`config.mk`:
```
export PLATFORM = sky130hd
export DESIGN_NAME = regbank_write_arbiter
export DESIGN_NICKNAME = d
export VERILOG_FILES = /design/src/rtl/regbank_pkg.sv /design/src/rtl/regbank_write_arbiter_rr_arb2.sv /design/src/rtl/regbank_write_arbiter.sv
export SDC_FILE = /design/constraint.sdc
export NUM_CORES = 1
export LEC_CHECK = 0
export BUFFER_PORTS_ARGS = -buffer_cell sky130_fd_sc_hd__buf_4
export CAP_MARGIN = 10
export CORE_ASPECT_RATIO = 1.25
export CORE_MARGIN = 5
export CORE_UTILIZATION = 44
export DETAILED_ROUTE_END_ITERATION = 8
export PLACE_DENSITY = 0.82
export SLEW_MARGIN = 25
export SYNTH_ARGS = -nofsm -noshare
export SYNTH_HDL_FRONTEND = slang
export SYNTH_HIERARCHICAL = 1
export SYNTH_SLANG_ARGS = --single-unit
```
`constraint.sdc`:
```
create_clock -name clk -period 3.7 [get_ports clk]
set_clock_uncertainty 0.15 [all_clocks]
set_input_delay 0 -clock clk [delete_from_list [all_inputs] [get_ports clk]]
set_output_delay 0 -clock clk [all_outputs]
set_load 0.02 [all_outputs]
```
`src/rtl/regbank_pkg.sv`:
```
// regbank_pkg: shared widths, FSM states and grant encoding for the register bank write path
package regbank_pkg;

    localparam int REG_DATA_W = 16;
    localparam int REG_ADDR_W = 3;
    localparam int REG_NUM    = 8;

    typedef enum logic {
        WA_INIT,
        WA_RUN
    } wa_state_t;

    localparam logic GRANT_A = 1'b0;
    localparam logic GRANT_B = 1'b1;

endpackage

```
`src/rtl/regbank_write_arbiter_rr_arb2.sv`:
```
// rr_arb2: combinational two-way round-robin grant; the last-grant pointer lives in the parent
module rr_arb2
    import regbank_pkg::*;
(
    input  logic enable,
    input  logic aValid,
    input  logic bValid,
    input  logic lastGrant,
    output logic aGrant,
    output logic bGrant
);

    // A lone requester always wins; under contention the one not granted last time wins
    always_comb begin
        aGrant = enable && aValid && (!bValid || lastGrant == GRANT_B);
        bGrant = enable && bValid && (!aValid || lastGrant == GRANT_A);
    end

endmodule

```
`src/rtl/regbank_write_arbiter.sv`:
```
// regbank_write_arbiter: round-robin sharing of the registerBank write port between requesters A and B
// Optional post-reset clear sweep enabled by defining REGBANK_WA_CLEAR_EN.
module regbank_write_arbiter
    import regbank_pkg::*;
#(
    parameter int DATA_W   = REG_DATA_W,
    parameter int ADDR_W   = REG_ADDR_W,
    parameter int NUM_REGS = REG_NUM
) (
    input  logic              clk,
    input  logic              rst,
    input  logic              a_valid,
    input  logic [ADDR_W-1:0] a_addr,
    input  logic [DATA_W-1:0] a_data,
    input  logic              b_valid,
    input  logic [ADDR_W-1:0] b_addr,
    input  logic [DATA_W-1:0] b_data,
    output logic              a_ready,
    output logic              b_ready,
    output logic              WE,
    output logic [ADDR_W-1:0] inAddr,
    output logic [DATA_W-1:0] inData,
    output logic              busy,
    output logic              last_grant
);

    if (NUM_REGS != (1 << ADDR_W)) begin : gBadCfg
        $error("NUM_REGS must equal 2**ADDR_W");
    end

    logic              running;
    logic              clearActive;
    logic [ADDR_W-1:0] clearAddr;
    logic              weQ;

`ifdef REGBANK_WA_CLEAR_EN
    wa_state_t         state;
    wa_state_t         stateNext;
    logic [ADDR_W-1:0] clearCnt;

    // State register plus the sweep address counter, which only advances while clearing
    always_ff @(posedge clk) begin
        if (rst) begin
            state    <= WA_INIT;
            clearCnt <= '0;
        end else begin
            state    <= stateNext;
            clearCnt <= (state == WA_INIT) ? clearCnt + 1'b1 : '0;
        end
    end

    // Leave the sweep once the last register address has been issued
    always_comb begin
        stateNext = (state == WA_INIT && clearCnt == ADDR_W'(NUM_REGS - 1)) ? WA_RUN : state;
    end

    // Requesters are only served in RUN and never while reset is held
    always_comb begin
        clearActive = (state == WA_INIT);
        busy        = clearActive;
        running     = (state == WA_RUN) && !rst;
        clearAddr   = clearCnt;
    end
`else
    assign clearActive = 1'b0;
    assign clearAddr   = '0;
    assign busy        = 1'b0;
    assign running     = !rst;
`endif

    rr_arb2 uArb (
        .enable   (running),
        .aValid   (a_valid),
        .bValid   (b_valid),
        .lastGrant(last_grant),
        .aGrant   (a_ready),
        .bGrant   (b_ready)
    );

    // Single output stage: sweep writes first, otherwise register whichever request was accepted
    always_ff @(posedge clk) begin
        if (rst) begin
            weQ        <= 1'b0;
            inAddr     <= '0;
            inData     <= '0;
            last_grant <= GRANT_B;
        end else if (clearActive) begin
            weQ    <= 1'b1;
            inAddr <= clearAddr;
            inData <= '0;
        end else begin
            weQ <= a_ready || b_ready;
            if (a_ready) begin
                inAddr     <= a_addr;
                inData     <= a_data;
                last_grant <= GRANT_A;
            end else if (b_ready) begin
                inAddr     <= b_addr;
                inData     <= b_data;
                last_grant <= GRANT_B;
            end
        end
    end

    // Masking with rst drops a registered write that reset catches before the bank samples it
    assign WE = weQ && !rst;

endmodule

```
### Word-level counts from Yosys, hierarchy flattened

Index checks and enable logic that the tools add are counted.

* multiplexer cells: 6
* reduce and logical (&&, ||, !) cells: 12
* bitwise logic cells: 1

Operators by type and width (count)
* 16-bit 2-to-1 mux: 2
* 3-bit 2-to-1 mux: 2
* 1-bit logical AND: 5
* 1-bit zero test: 3
* 1-bit logical OR: 3
* 1-bit 2-to-1 mux: 2
* 2-bit nonzero test: 1
* 1-bit inverter: 1

* bits of input ports: 42
* output and inout bits: 24
* register bits after elaboration: 21
* word-level logic and storage cells: 23

### Depth between registers and ports, before layout

* depth in word-level cells: 5
* mapped depth: 7
* depth with buffers taken out: 5

### Hierarchy

Netlist, hierarchy kept.

By module, submodules not included
* regbank_write_arbiter: cells an instance 95, area an instance 983.4 sq um, times used 1, seq. area each 420.4 sq um
* rr_arb2: cells an instance 5, area an instance 21.3 sq um, times used 1, seq. area each 0.0 sq um

### Least setup slack after synthesis

OpenSTA, ideal clock, no wires.

* kind: register -> register
* start point: register last_grant
* end point: register inData[0]
* setup slack: 1829 ps
* path buffers: 1
* setup time: 86 ps
* data arrival time: 1635 ps
* cell stages (with the launch flop): 6
* clock period less this slack: 1871 ps
* data required time: 3464 ps
* cells stage by stage: dfxtp_1 > inv_1 > a21oi_1 > inv_2 > buf_1 > a211oi_1

* elaborated cells on any way between the ends: 7
* those cells by class: mux (1); bitwise (1); reduce/logical (5)

RTL lines
* from (decl): RTL line regbank_write_arbiter.sv:24 `output logic last_grant`
* from (signal assigned): RTL line regbank_write_arbiter.sv:86 `last_grant <= GRANT_B;`
* from (signal assigned): RTL line regbank_write_arbiter.sv:96 `last_grant <= GRANT_A;`
* from (signal assigned): RTL line regbank_write_arbiter.sv:100 `last_grant <= GRANT_B;`
* 1-bit logical OR (*): RTL line regbank_write_arbiter_rr_arb2.sv:15 `aGrant = enable && aValid && (!bValid || lastGrant == GRANT_B);`
* 1-bit logical AND (*): RTL line regbank_write_arbiter_rr_arb2.sv:15
* via a_ready: RTL line regbank_write_arbiter.sv:18 `output logic a_ready,`
* 16-bit 2-to-1 mux / 2-bit nonzero test (equally long branches)
* to (signal assigned): RTL line regbank_write_arbiter.sv:95 `inData <= a_data;`
* to (signal assigned): RTL line regbank_write_arbiter.sv:99 `inData <= b_data;`
* to (decl): RTL line regbank_write_arbiter.sv:22 `output logic [DATA_W-1:0] inData,`

The timed path passes the listed nets; every way through them passes the cells marked *.
A chain may end at the register's enable or synchronous reset.

### Final worst setup path

* start point: input rst
* end point: register inData[13]

* longest elaborated chain between the ends: 4
* elaborated cells on any way between the ends: 7
* those cells by class: mux (1); reduce/logical (6)

Ends and longest elaborated chain
* from (decl): RTL line regbank_write_arbiter.sv:11 `input logic rst,`
* 1-bit zero test (*): RTL line regbank_write_arbiter.sv:68 `assign running = !rst;`
* via running: RTL line regbank_write_arbiter.sv:31 `logic running;`
* 1-bit logical AND, on equally long branches (2 in a row): RTL line regbank_write_arbiter_rr_arb2.sv:15, regbank_write_arbiter_rr_arb2.sv:16
* 16-bit 2-to-1 mux / 2-bit nonzero test (equally long branches)

Marks and branches as above.

==> impl_metrics.json <==
{
  "hold_viol": 0,
  "seq_area_frac_synth_pct": 41.8,
  "cts.path.max_buffers": 2,
  "grt_max_degree": 23,
  "start_util_pct": 45.9,
  "p_leak_nw": 0.861,
  "boundaryPins": 66,
  "htree_levels": 1,
  "grt_pass1_wl_mm": 6.06,
  "final_common_cell": "buf_4",
  "synth_cell_types": 16,
  "grt_setup_unrepaired": "no",
  "hold_class": "in2reg",
  "drcViolationCount": 0,
  "pre_cts_ws_ns": 1.79,
  "min_period_ns": 2.71,
  "irDropWorstVdd_uv": 244,
  "num_antenna_cells": 0,
  "period_share_pct": 73.2,
  "viasPerCell": 5.00,
  "worst_pin_slew_ns": 0.708,
  "rows": 19,
  "cts_hold_buffers": 39,
  "total_power_w": 0.000563,
  "drive_gt1_share_pct": 35.5,
  "arrival_ns": 2.81,
  "wl_per_cell_um": 16.2,
  "drt_iter0_markers": 18,
  "gp_congestion": 0.668,
  "synth_fp_nets": 142,
  "status": "finished, final reports clean",
  "core_area_um2": 2190,
  "setup_viol": 0,
  "postLayoutCoreUtil_pct": 86.0,
  "final_nets": 243,
  "critPathMaxFanout": 22,
  "path_class": "in2reg",
  "firstDrtPassIters": 4,
  "cts_tree": "done",
  "syn_to_final_growth_pct": 87.3,
  "tns_ns": 0,
  "synth_seq_cells": 21,
  "grt_antenna_before_repair": 0,
  "max_freq_mhz": 369,
  "clkLatencyLatePin_ns": 0.30,
  "cts-resized-gates": 0,
  "die_h_um": 63.4,
  "cp_slowest_cell": "dlygate4sd3_1",
  "max-cap-violations": 0,
  "port_buffers": 64,
  "max_stage_delay_ns": 0.60,
  "cts_setup_buffers": 0,
  "clk_pin_slew_ns": 0.12,
  "end_kind": "register",
  "worst_slack_ns": 0.990,
  "die_area_um2": 3350,
  "hpwl_mm": 2.09,
  "wirelength_mm": 3.74,
  "synthCells": 100,
  "critPathLaunchType": "primary input",
  "overflow": 0,
  "powerDensity_nw_per_um2": 299,
  "synth.avg_cell_area_um2": 10.0,
  "final_max_slew_viol_count": 0,
  "cts_root_buf": "clkbuf_4",
  "path_cells": "dlygate4sd3_1, buf_4, inv_1, nand2_1, a21oi_1, buf_4, inv_2, a211oi_1, dlygate4sd3_1",
  "layout_common_cells": "buf_4, dlygate4sd3_1, dfxtp_1, nor2b_1",
  "track_usage_pct": 24.0,
  "cts.sinks": 21,
  "maxSlewHeadroom_pct": 52.8,
  "grt_pass1_vias": 1311,
  "ant_nets": 0,
  "cp_data_required_time_ns": 3.80,
  "syn-cell-area_um2": 1000,
  "die_w_um": 52.7,
  "synth_warnings": 6,
  "hold_ws_ns": 0.228,
  "vias": 1155,
  "cts_buffers": 3,
  "fillers": 128
}
[final timing paths]
path                   start          to  slack, ns  depth (start not counted)
setup reg to reg  last_grant  inData[13]       1.10                          6
setup / recovery         rst  inData[13]       0.99                          9
hold reg to reg   last_grant  last_grant       0.43                          2
hold / removal       a_valid         weQ       0.23                          5
[layout make-up]
class                   count  area, um^2  share of cell area (%)
repair buffers            105         886                    47.1
multi-input cells          67         499                    26.5
flip-flops and latches     21         420                    22.3
well taps                  31        38.8                    2.06
clock buffers               4        26.3                    1.40
inverters                   3        11.3                   0.598
[critical path, delay by kind of cell]
| family | cells | cell delay, ns |
|---|---|---|
| buffers and inverters | 6 | 1.91 |
| AO/OA/AOI/OAI | 2 | 0.84 |
| AND/OR/NAND/NOR | 1 | 0.05 |
[routing by layer]
metal / up-vias / share of wire [%] / routed length [um] / GRT usage (%)
met3: 10 / 8.0 / 298 / 4.25
met1: 535 / 35 / 1320 / 25.7
met5: - / 0 / 0 / 0
met2: 59 / 54 / 2020 / 44.7
met4: 0 / 2.8 / 106 / 8.31
li1: 551 / - / - / -
[through the flow]
step | cells | cell area [um^2]
finish | 231 | 1880
global route | 231 | 1880
CTS | 231 | 1880
detailed placement | 188 | 1470
global placement | 188 | 1470
floorplan | 100 | 1000
[sequential cells by signal, summed over array words and instances (netlist names)]
name        flops
last_grant      1
inAddr          3
inData         16
weQ             1
[synth_stat cells]
master / instances / area (um^2)
mux2i_1: 19 / 190
nand2_1: 2 / 7.51
inv_2: 1 / 3.75
dfxtp_1: 21 / 420
o21ai_0: 1 / 5.00
buf_1: 1 / 3.75
buf_4: 1 / 7.51
nor2b_1: 20 / 125
conb_1: 1 / 3.75
clkbuf_1: 4 / 15.0
inv_1: 2 / 7.51
a211oi_1: 19 / 143
buf_12: 2 / 40.0
nor2_1: 3 / 11.3
a21oi_1: 2 / 10.0
buf_6: 1 / 11.3
[power breakdown]
| part | leakage (nW) | switching [W] | internal, W |
|---|---|---|---|
| clock network | 0.0150 | 0.0000727 | 0.0000420 |
| registers | 0.174 | 0.0000111 | 0.000245 |
| logic | 0.672 | 0.0000815 | 0.000110 |
[kinds of logic after synthesis]
| logic type | Yosys count | synth area share [%] |
|---|---|---|
| AND/OR/NAND/NOR | 25 | 14.3 |
| buffers and inverters | 12 | 8.84 |
| multiplexers | 19 | 18.9 |
| AO/OA/AOI/OAI | 22 | 15.7 |
| flip-flops | 21 | 41.8 |
| other | 1 | 0.373 |
Power figures use the tool's default switching activity.
